==> src/rtl/register_file.sv <==
// -----------------------------------------------------------------------------
// register_file
//
// General-purpose register file for the A09 datapath. It sits between the
// ALU/data-in mux and the ALU operand inputs.
// It holds 2**SelectSize registers, each DataWidth bits wide. It has one
// synchronous write port and two combinational read ports.
//
// Ports
//   Clk       in   1           system clock. Writes happen on its FALLING edge.
//   Reset_N   in   1           asynchronous, active-low clear of every register
//   REG_WE    in   1           write enable, active-low (0 = write, 1 = hold)
//   DIn       in   DataWidth   write data
//   REG_Dst   in   SelectSize  destination register index
//   REG_Src1  in   SelectSize  read port 1 register index
//   REG_Src2  in   SelectSize  read port 2 register index
//   SRC1      out  DataWidth   contents of register REG_Src1
//   SRC2      out  DataWidth   contents of register REG_Src2
//
// The sequence control matrix changes REG_WE, DIn and REG_Dst on or after the
// rising edge. Committing on the falling edge gives those signals half a cycle
// to settle. It also makes the written value visible on the read ports before
// the cycle ends.
//
// The read ports do not bypass DIn. Until the falling edge commits a write,
// the old value of the target register is shown. Register 0 is an ordinary
// register and is not tied to zero.
// -----------------------------------------------------------------------------
module register_file #(
  parameter int DataWidth  = 16,
  parameter int SelectSize = 3
) (
  input  logic                  Clk,
  input  logic                  Reset_N,
  input  logic                  REG_WE,
  input  logic [DataWidth-1:0]  DIn,
  input  logic [SelectSize-1:0] REG_Dst,
  input  logic [SelectSize-1:0] REG_Src1,
  input  logic [SelectSize-1:0] REG_Src2,
  output logic [DataWidth-1:0]  SRC1,
  output logic [DataWidth-1:0]  SRC2
);

  localparam int NumRegs = 1 << SelectSize;

  logic [DataWidth-1:0] regs [NumRegs];

  // Falling-edge write port. The asynchronous clear has priority, so no write
  // can land while Reset_N is low.
  always_ff @(negedge Clk or negedge Reset_N) begin
    if (!Reset_N) begin
      for (int i = 0; i < NumRegs; i++) begin
        regs[i] <= '0;
      end
    end else if (!REG_WE) begin
      regs[REG_Dst] <= DIn;
    end
  end

  // The read ports are pure muxes with no clock latency. Every index value
  // addresses a real register, so no range guard is needed.
  assign SRC1 = regs[REG_Src1];
  assign SRC2 = regs[REG_Src2];

endmodule

==> config.mk <==
export PLATFORM = sky130hd
export DESIGN_NAME = register_file
export DESIGN_NICKNAME = d
export VERILOG_FILES = /design/src/rtl/register_file.sv
export SDC_FILE = /design/constraint.sdc
export NUM_CORES = 1
export LEC_CHECK = 0
export CELL_PAD_IN_SITES_DETAIL_PLACEMENT = 2
export CELL_PAD_IN_SITES_GLOBAL_PLACEMENT = 2
export CORE_ASPECT_RATIO = 0.8
export CORE_MARGIN = 3
export CORE_UTILIZATION = 48
export DETAILED_ROUTE_END_ITERATION = 12
export PLACE_DENSITY = 0.91
export SLEW_MARGIN = 30
export SYNTH_ARGS = -nofsm -noshare
export SYNTH_HDL_FRONTEND = slang
export SYNTH_SLANG_ARGS = --single-unit
==> constraint.sdc <==
create_clock -name Clk -period 4.4 [get_ports Clk]
set_input_delay 0.66 -clock Clk [delete_from_list [all_inputs] [get_ports Clk]]
set_output_delay 0.66 -clock Clk [all_outputs]
set_load 0.005 [all_outputs]
# After elaboration in Yosys (flattened, before gate mapping)
# Index checks and enable logic that the tools add are counted.
dict set report totals {
  regBits 128
  input_bits 28
  out_inout_bits 32
  word_cells 25
}
dict set report op_classes {
  order_cmp 4
  muxes 9
  n_bitwise 3
  n_reduce_logical 1
}
# op n
set op_table {}
lappend op_table {{128-bit bitwise mux} 1}
lappend op_table {{16-bit binary-select mux with 3-bit select} 2}
lappend op_table {{16-bit 2-to-1 mux} 5}
lappend op_table {{16-bit demux with 3-bit select} 1}
lappend op_table {{4-bit >= comparator, second input constant} 3}
lappend op_table {{3-bit inverter with 4-bit output} 3}
lappend op_table {{4-bit by 1-bit < comparator with 1-bit output, second input constant} 1}
lappend op_table {{1-bit logical AND} 1}

# Depth between registers and ports, before layout
# Gate-level depths: netlist of the first run.
dict set report logic_depth {
  word_depth 6
  ltp_mapped 5
  mapped_depth_nobuf 2
}

==> impl_metrics.ini, run 1 <==
[worst_setup_path]
crit_buf_inv = 1
cp.arrival_ns = 4.08
worst-endpoint-required_ns = 3.74
path_max_fanout = 3
worst_setup_path_end_kind = primary output
critPathTopFamily = multiplexers
start_kind = flop
slowest_stage = mux4_1
crit_type = flop to primary output
max_stage_delay_ns = 0.59
cp_cell_sequence = mux4_1 -> mux2_4 -> buf_6

[detailed_routing]
via_per_inst = 7.068
drc = 0
vias = 5301
avgRoutedWirePerCell_um = 46.25
ant_nets = 0
first_pass_iters = 5
drt-initial-drc-count = 508
wirelength_um = 34690

[cells_and_area]
final_cell_mix = dfrtn_1, mux2_2, buf_4
drive_gt1_share_pct = 72.21
final.fill_count = 1156
area_delta_synth_final_pct = 31.94
final_common_cell = dfrtn_1
regMostFlops = regs
largest_reg_flops = 128
reg_top3 = regs: 128 flops
finalNetCount = 580

[placed_design]
dp_slack_ns = -0.2974
dpl.hpwl_um = 13100
gp_congestion = 0.7402
io_buffers = 59

[clocking]
cts_tree = yes
clock_latency_ns = 0.42
cts_buffers = 17
htree_num_levels = 4
clock_sinks = 128
root_buffer = clkbuf_16
path_clk_slew_ns = 0.05
cts_buffer_depth = 2
cts.hold.buffers_added = 0

[global_routing]
grt_antenna_before_repair = 1
grt_use_total_pct = 37.91
grt_max_degree = 57
grtUsageMet2_pct = 66.21
grt_most_used_layer = met2
grt_overflow = 0
gr-usage-met3_pct = 6.653
met1_usage_pct = 46.66
grt_pass1_wl_um = 43410
grt_pass1_vias = 5587

[power]
swShare_pct = 32.01
power_frac_comb_pct = 32.3
p_int_uw = 3584
leakage_uw = 0.004133
p_sw_uw = 1687
pwr-share-clk_pct = 33.3
p_per_area_nw_per_um2 = 557.8
seqPwrFrac_pct = 34.4
irDropWorstVdd_v = 0.0004362

[sta]
tightest_slew_ns = 0.6189
relSlewSlack_pct = 58.74
fin_setup_tns_ns = -8.492
worst_slack_ns = -0.3380
fin_skew_ns = 0
hold_viol = 0
rsz0062_at_grt = yes
setup_violations = 43
maxSlewViolCount = 0

[logic_synthesis]
synthesis.area_sq_um = 7162
yosys_warnings = 0
ys_types = 17
ys_seq_area_share_pct = 44.72
synth_top_area_cell = dfrtn_1
synth_seq_cells = 128
syn_inst = 393
synth_nets = 421
ys_top_cells_by_area = dfrtn_1, mux4_1, mux2_2, mux2_4, buf_6
synth.top_cell.area_share_pct = 44.72
avgSynthCellArea_sq_um = 18.22

[die]
die_w_um = 142.6
fp-row-count = 39
ios = 60
fp.dieArea_sq_um = 16430
fp.coreArea_sq_um = 14440
initial_core_util_pct = 49.58
die_h_um = 115.3

[run]
max_cap_violations = 0

[worst_hold_path]
hold_path_class = flop to flop

[status]
violations = negative setup slack
status = complete, but fails checks
[per-stage QoR]
step           cells  hold slack (ns)  utilization [%]  total power, uW  cell area (sq um)
3_5_place_dp     642           0.4736            56.46             2762               8155
3_3_place_gp     642           0.4370            56.46             2630               8155
4_1_cts          737           0.4799            64.44             4829               9308
2_1_floorplan    393           0.4259                -             2242               7162
6_report         750           0.5070            65.42             5270               9449
5_1_grt          750           0.5353            65.42             5343               9449
[Yosys cell counts]
master    instances
buf_8             2
mux2_2          138
buf_6            16
mux4_2            4
mux2_1            2
mux4_1           60
nor4bb_1          3
buf_2             4
dfrtn_1         128
mux2_4           20
nor4_4            1
buf_1             6
nor4b_4           3
buf_4             1
clkbuf_1          2
clkbuf_2          2
nand4b_2          1
[final timing paths]
check,cells past startpoint,from,end,slack (ns)
setup / recovery,3,regs[53],SRC1[5],-0.34
hold / removal,1,regs[50],regs[50],0.51
setup reg to reg,4,regs[49],regs[49],3.15
hold reg to reg,1,regs[50],regs[50],0.51
max in group asynchronous,2,Reset_N,regs[5],1.34
min in group asynchronous,1,Reset_N,regs[96],2.30
[power groups by stage]
stage,registers (uW),clock network [uW],logic (uW)
6_report,1810,1760,1700
5_1_grt,1810,1800,1740
4_1_cts,1690,1670,1470
3_5_place_dp,1690,0,1080
3_3_place_gp,1620,0,1010
2_1_floorplan,1590,0,656
[routing by layer]
layer  routed length (um)  vias to the layer above
li1                     -                     1874
met1                12560                     2897
met2                17590                      397
met3                 2616                      133
met4                 1910                        0
met5                    0                        -
[area by class of cell]
cell class	count	area, sq um	area share [%]
Multi-Input combinational cell	232	3628	38.40
Tap cell	184	230.2	2.436
Sequential cell	128	3203	33.90
Clock inverter	11	207.7	2.198
Antenna cell	1	2.502	0.02648
Timing Repair Buffer	173	1707	18.06
Clock buffer	21	470.5	4.979
[repair_timing]
action                     CTS  global route
setup buffers               63            12
pin swaps                    0             1
setup endpoints to repair   32            52
gates resized for setup    265            14
[cells by family after synthesis]
logic type | synth area share [%]
buffers and inverters | 3.878
and+or+nand+nor | 1.922
DFF | 44.72
muxes | 49.48
(Power assumes the default switching activity.)
==> inputs of run 2 (changes only) <==
- CAP_MARGIN: default -> 20
- PLACE_DENSITY: 0.91 -> 0.95
- REMOVE_ABC_BUFFERS: default -> 1
==> run 2 against run 1 <==
  * The flow now stops in global routing (5_1_grt)
  * Synthesized cell count unchanged
  * Synthesized area unchanged
==> impl_metrics.ini, run 2 <==
[placed_design]
dpl.hpwl_um = 12890
io_buffers = 59
gp_congestion = 0.7665
dpl.cell_count = 642

[sta]
worstEpCategory = top-level output
grt-worst-endpoint = SRC1[11]

[clocking]
root_buffer = clkbuf_16
cts_buffer_depth = 2
cts.hold.buffers_added = 0
cts_buffers = 17
clock_sinks = 128
htree_num_levels = 4

[logic_synthesis]
synthesis.area_sq_um = 7162
synth.top_cell.area_share_pct = 44.72
synth_edf_count = 0
synth_top_area_cell = dfrtn_1
synthMostInstantiatedCell = mux2_2
syn_inst = 393
avgSynthCellArea_sq_um = 18.22
ys_types = 17
synth.top_cells.by_count = mux2_2, dfrtn_1, mux4_1, mux2_4, buf_6
ys_seq_area_share_pct = 44.72
async_flop_share_pct = 100.0
ys_top_cells_by_area = dfrtn_1, mux4_1, mux2_2, mux2_4, buf_6
yosys_warnings = 0
synth_seq_cells = 128
ys.flop_type = dfrtn_1

[die]
die_w_um = 142.6
initial_core_util_pct = 49.58
ios = 60
die_h_um = 115.3
fp-row-count = 39

[global_routing]
grt_max_degree = 42
grt_antenna_before_repair = 0

[status]
error_line = [ERROR DPL-0033] detailed placement checks failed during check placement.
failed_stage = global routing (5_1_grt)
status = did not finish
[run 2: cell counts after synthesis]
Identical to the previous run, type by type.
[run 2: what timing repair did]
item | in CTS
gates resized for setup | 246
endpoints found under the setup margin | 32
setup buffers | 64
[run 2: metrics by stage]
stage | setup WS (ns) | setup TNS (ns) | utilization, % | area, sq um
3_5_place_dp | -0.3146 | -30.56 | 56.81 | 8205
4_1_cts | -0.3137 | -6.372 | 64.80 | 9360
3_3_place_gp | -0.1881 | -18.44 | 56.81 | 8205
2_1_floorplan | -0.6990 | -33.55 | - | 6884
[run 2: cell families after synthesis]
kind of cell           Yosys count  synth area share (%)
muxes                          224                 49.48
DFF                            128                 44.72
buffers and inverters           33                 3.878
and+or+nand+nor                  8                 1.922
==> inputs of run 3 (changes only) <==
- CELL_PAD_IN_SITES_DETAIL_PLACEMENT: 2 -> default
- CELL_PAD_IN_SITES_GLOBAL_PLACEMENT: 2 -> default
- CORE_ASPECT_RATIO: 0.8 -> default
- CORE_UTILIZATION: 48 -> 40
- PLACE_DENSITY: 0.95 -> default
- PLACE_DENSITY_LB_ADDON: default -> 0.15
==> run 3 against run 2 <==
  * The flow now finishes, with violations (negative setup slack)
==> impl_metrics.ini, run 3 (synthesis gave the netlist of run 1 again) <==
[cells_and_area]
regMostFlops = regs
final.fill_count = 1474
reg_top3 = regs: 128 flops
final_common_cell = dfrtn_1
design_area_sq_um = 8960
multi_input_area_sq_um = 3610
stdcell_count = 741
largest_reg_flops = 128
final_cell_mix = dfrtn_1, mux2_2, mux4_2
drive_gt1_share_pct = 69.38
utilization_pct = 51.44
area_delta_synth_final_pct = 25.10
finalNetCount = 532
seqCellArea_sq_um = 3203
diodes = 0

[sta]
tightest_slew_ns = 0.6165
rsz0062_at_grt = yes
maxSlewViolCount = 0
setup_violations = 32
fin_skew_ns = 0
relSlewSlack_pct = 58.90
hold_viol = 0
fin_setup_tns_ns = -3.347
worst_slack_ns = -0.2016

[detailed_routing]
avgRoutedWirePerCell_um = 22.47
ant_nets = 0
drt-initial-drc-count = 251
wirelength_um = 16650
drc = 0
first_pass_iters = 4
vias = 4122
via_per_inst = 5.563

[worst_hold_path]
hold_path_class = flop to flop
hold_path_depth = 1

[power]
pwr-share-clk_pct = 33.0
p_int_uw = 3235
p_sw_uw = 1039
seqPwrFrac_pct = 38.7
p_per_area_nw_per_um2 = 477.1
irDropWorstVdd_v = 0.0004442
power_frac_comb_pct = 28.3
leakage_uw = 0.003810
swShare_pct = 24.32

[worst_setup_path]
critPathTopFamily = multiplexers
rrSetupSlack_ns = 3.26
crit_buf_inv = 2
max_stage_delay_ns = 0.46
path_depth = 4
path_max_fanout = 2
worst-endpoint-required_ns = 3.74
worst_setup_path_end_kind = primary output
r2r_cells = 4
start_kind = flop
crit_type = flop to primary output
cp.arrival_ns = 3.94
slowest_stage = mux4_2
cp_cell_sequence = buf_4 -> mux4_2 -> mux2_4 -> buf_6

[placed_design]
dpl_cell_area_sq_um = 8199
io_buffers = 59
dpl.hpwl_um = 9715
dpl.cell_count = 677
gp_congestion = 0.7193

[clocking]
cts_buffer_depth = 2
path_clk_slew_ns = 0.04
clock_sinks = 128
clock_latency_ns = 0.39
cts_buffers = 17
cts_tree = yes
htree_num_levels = 4
root_buffer = clkbuf_16

[die]
fp-row-count = 48
fp.dieArea_sq_um = 19550
die_w_um = 139.8
die_h_um = 139.8
initial_core_util_pct = 41.12
fp.coreArea_sq_um = 17420
ios = 60

[global_routing]
grt_pass1_vias = 4642
grt_pass1_wl_um = 26900
grt_overflow = 0
grt_use_total_pct = 18.24
grt_antenna_before_repair = 0
grt_max_degree = 71

[run]
max_cap_violations = 0

[status]
violations = negative setup slack
status = complete, but fails checks
[run 3: final cells by class]
| cell class | count | area share (%) |
|---|---|---|
| Multi-Input combinational cell | 232 | 40.29 |
| Timing Repair Buffer | 125 | 14.19 |
| Tap cell | 225 | 3.142 |
| Sequential cell | 128 | 35.75 |
| Clock inverter | 5 | 0.8379 |
| Clock buffer | 26 | 5.795 |
[run 3: per-layer routing]
layer,vias to the layer above,track usage (%),part of all wire [%]
li1,1782,-,-
met4,0,6.119,1.4
met2,102,30.08,50
met3,18,4.055,3.6
met5,-,0,0
met1,2220,24.02,45
[run 3: worst paths after layout]
path,startpoint,to
worst max-delay path,regs[49],SRC2[1]
worst min-delay path,regs[112],regs[112]
worst max register to register,regs[62],regs[62]
worst min register to register,regs[112],regs[112]
max in group asynchronous,Reset_N,regs[56]
min in group asynchronous,Reset_N,regs[44]
[run 3: timing repair]
action,in CTS,in global routing
pin swaps,0,0
hold buffers,0,0
endpoints found under the setup margin,32,32
setup buffers,29,4
resized for setup,233,12
[run 3: worst register-to-register path: stages, from the launching register on]
cell and delay, ns:
dfrtn_1 0.36, buf_4 0.14, buf_4 0.12, buf_4 0.12
mux2_4 0.25
[run 3: stage by stage]
step	power [uW]	setup slack (ns)	hold WS [ns]
after floorplan	2199	-0.6990	0.4259
after global placement	2632	-0.2565	0.4455
after detailed placement	2675	-0.2588	0.4508
after CTS	4301	-0.2056	0.4668
after global routing	4486	-0.2441	0.4906
final	4274	-0.2016	0.4729
[run 3: power by group through the flow]
| stage | logic (uW) | registers (uW) | clock network, uW |
|---|---|---|---|
| after detailed placement | 1030 | 1650 | 0 |
| after global placement | 1010 | 1630 | 0 |
| after global routing | 1290 | 1690 | 1500 |
| after CTS | 1210 | 1650 | 1450 |
| final | 1210 | 1650 | 1410 |
| after floorplan | 613 | 1590 | 0 |
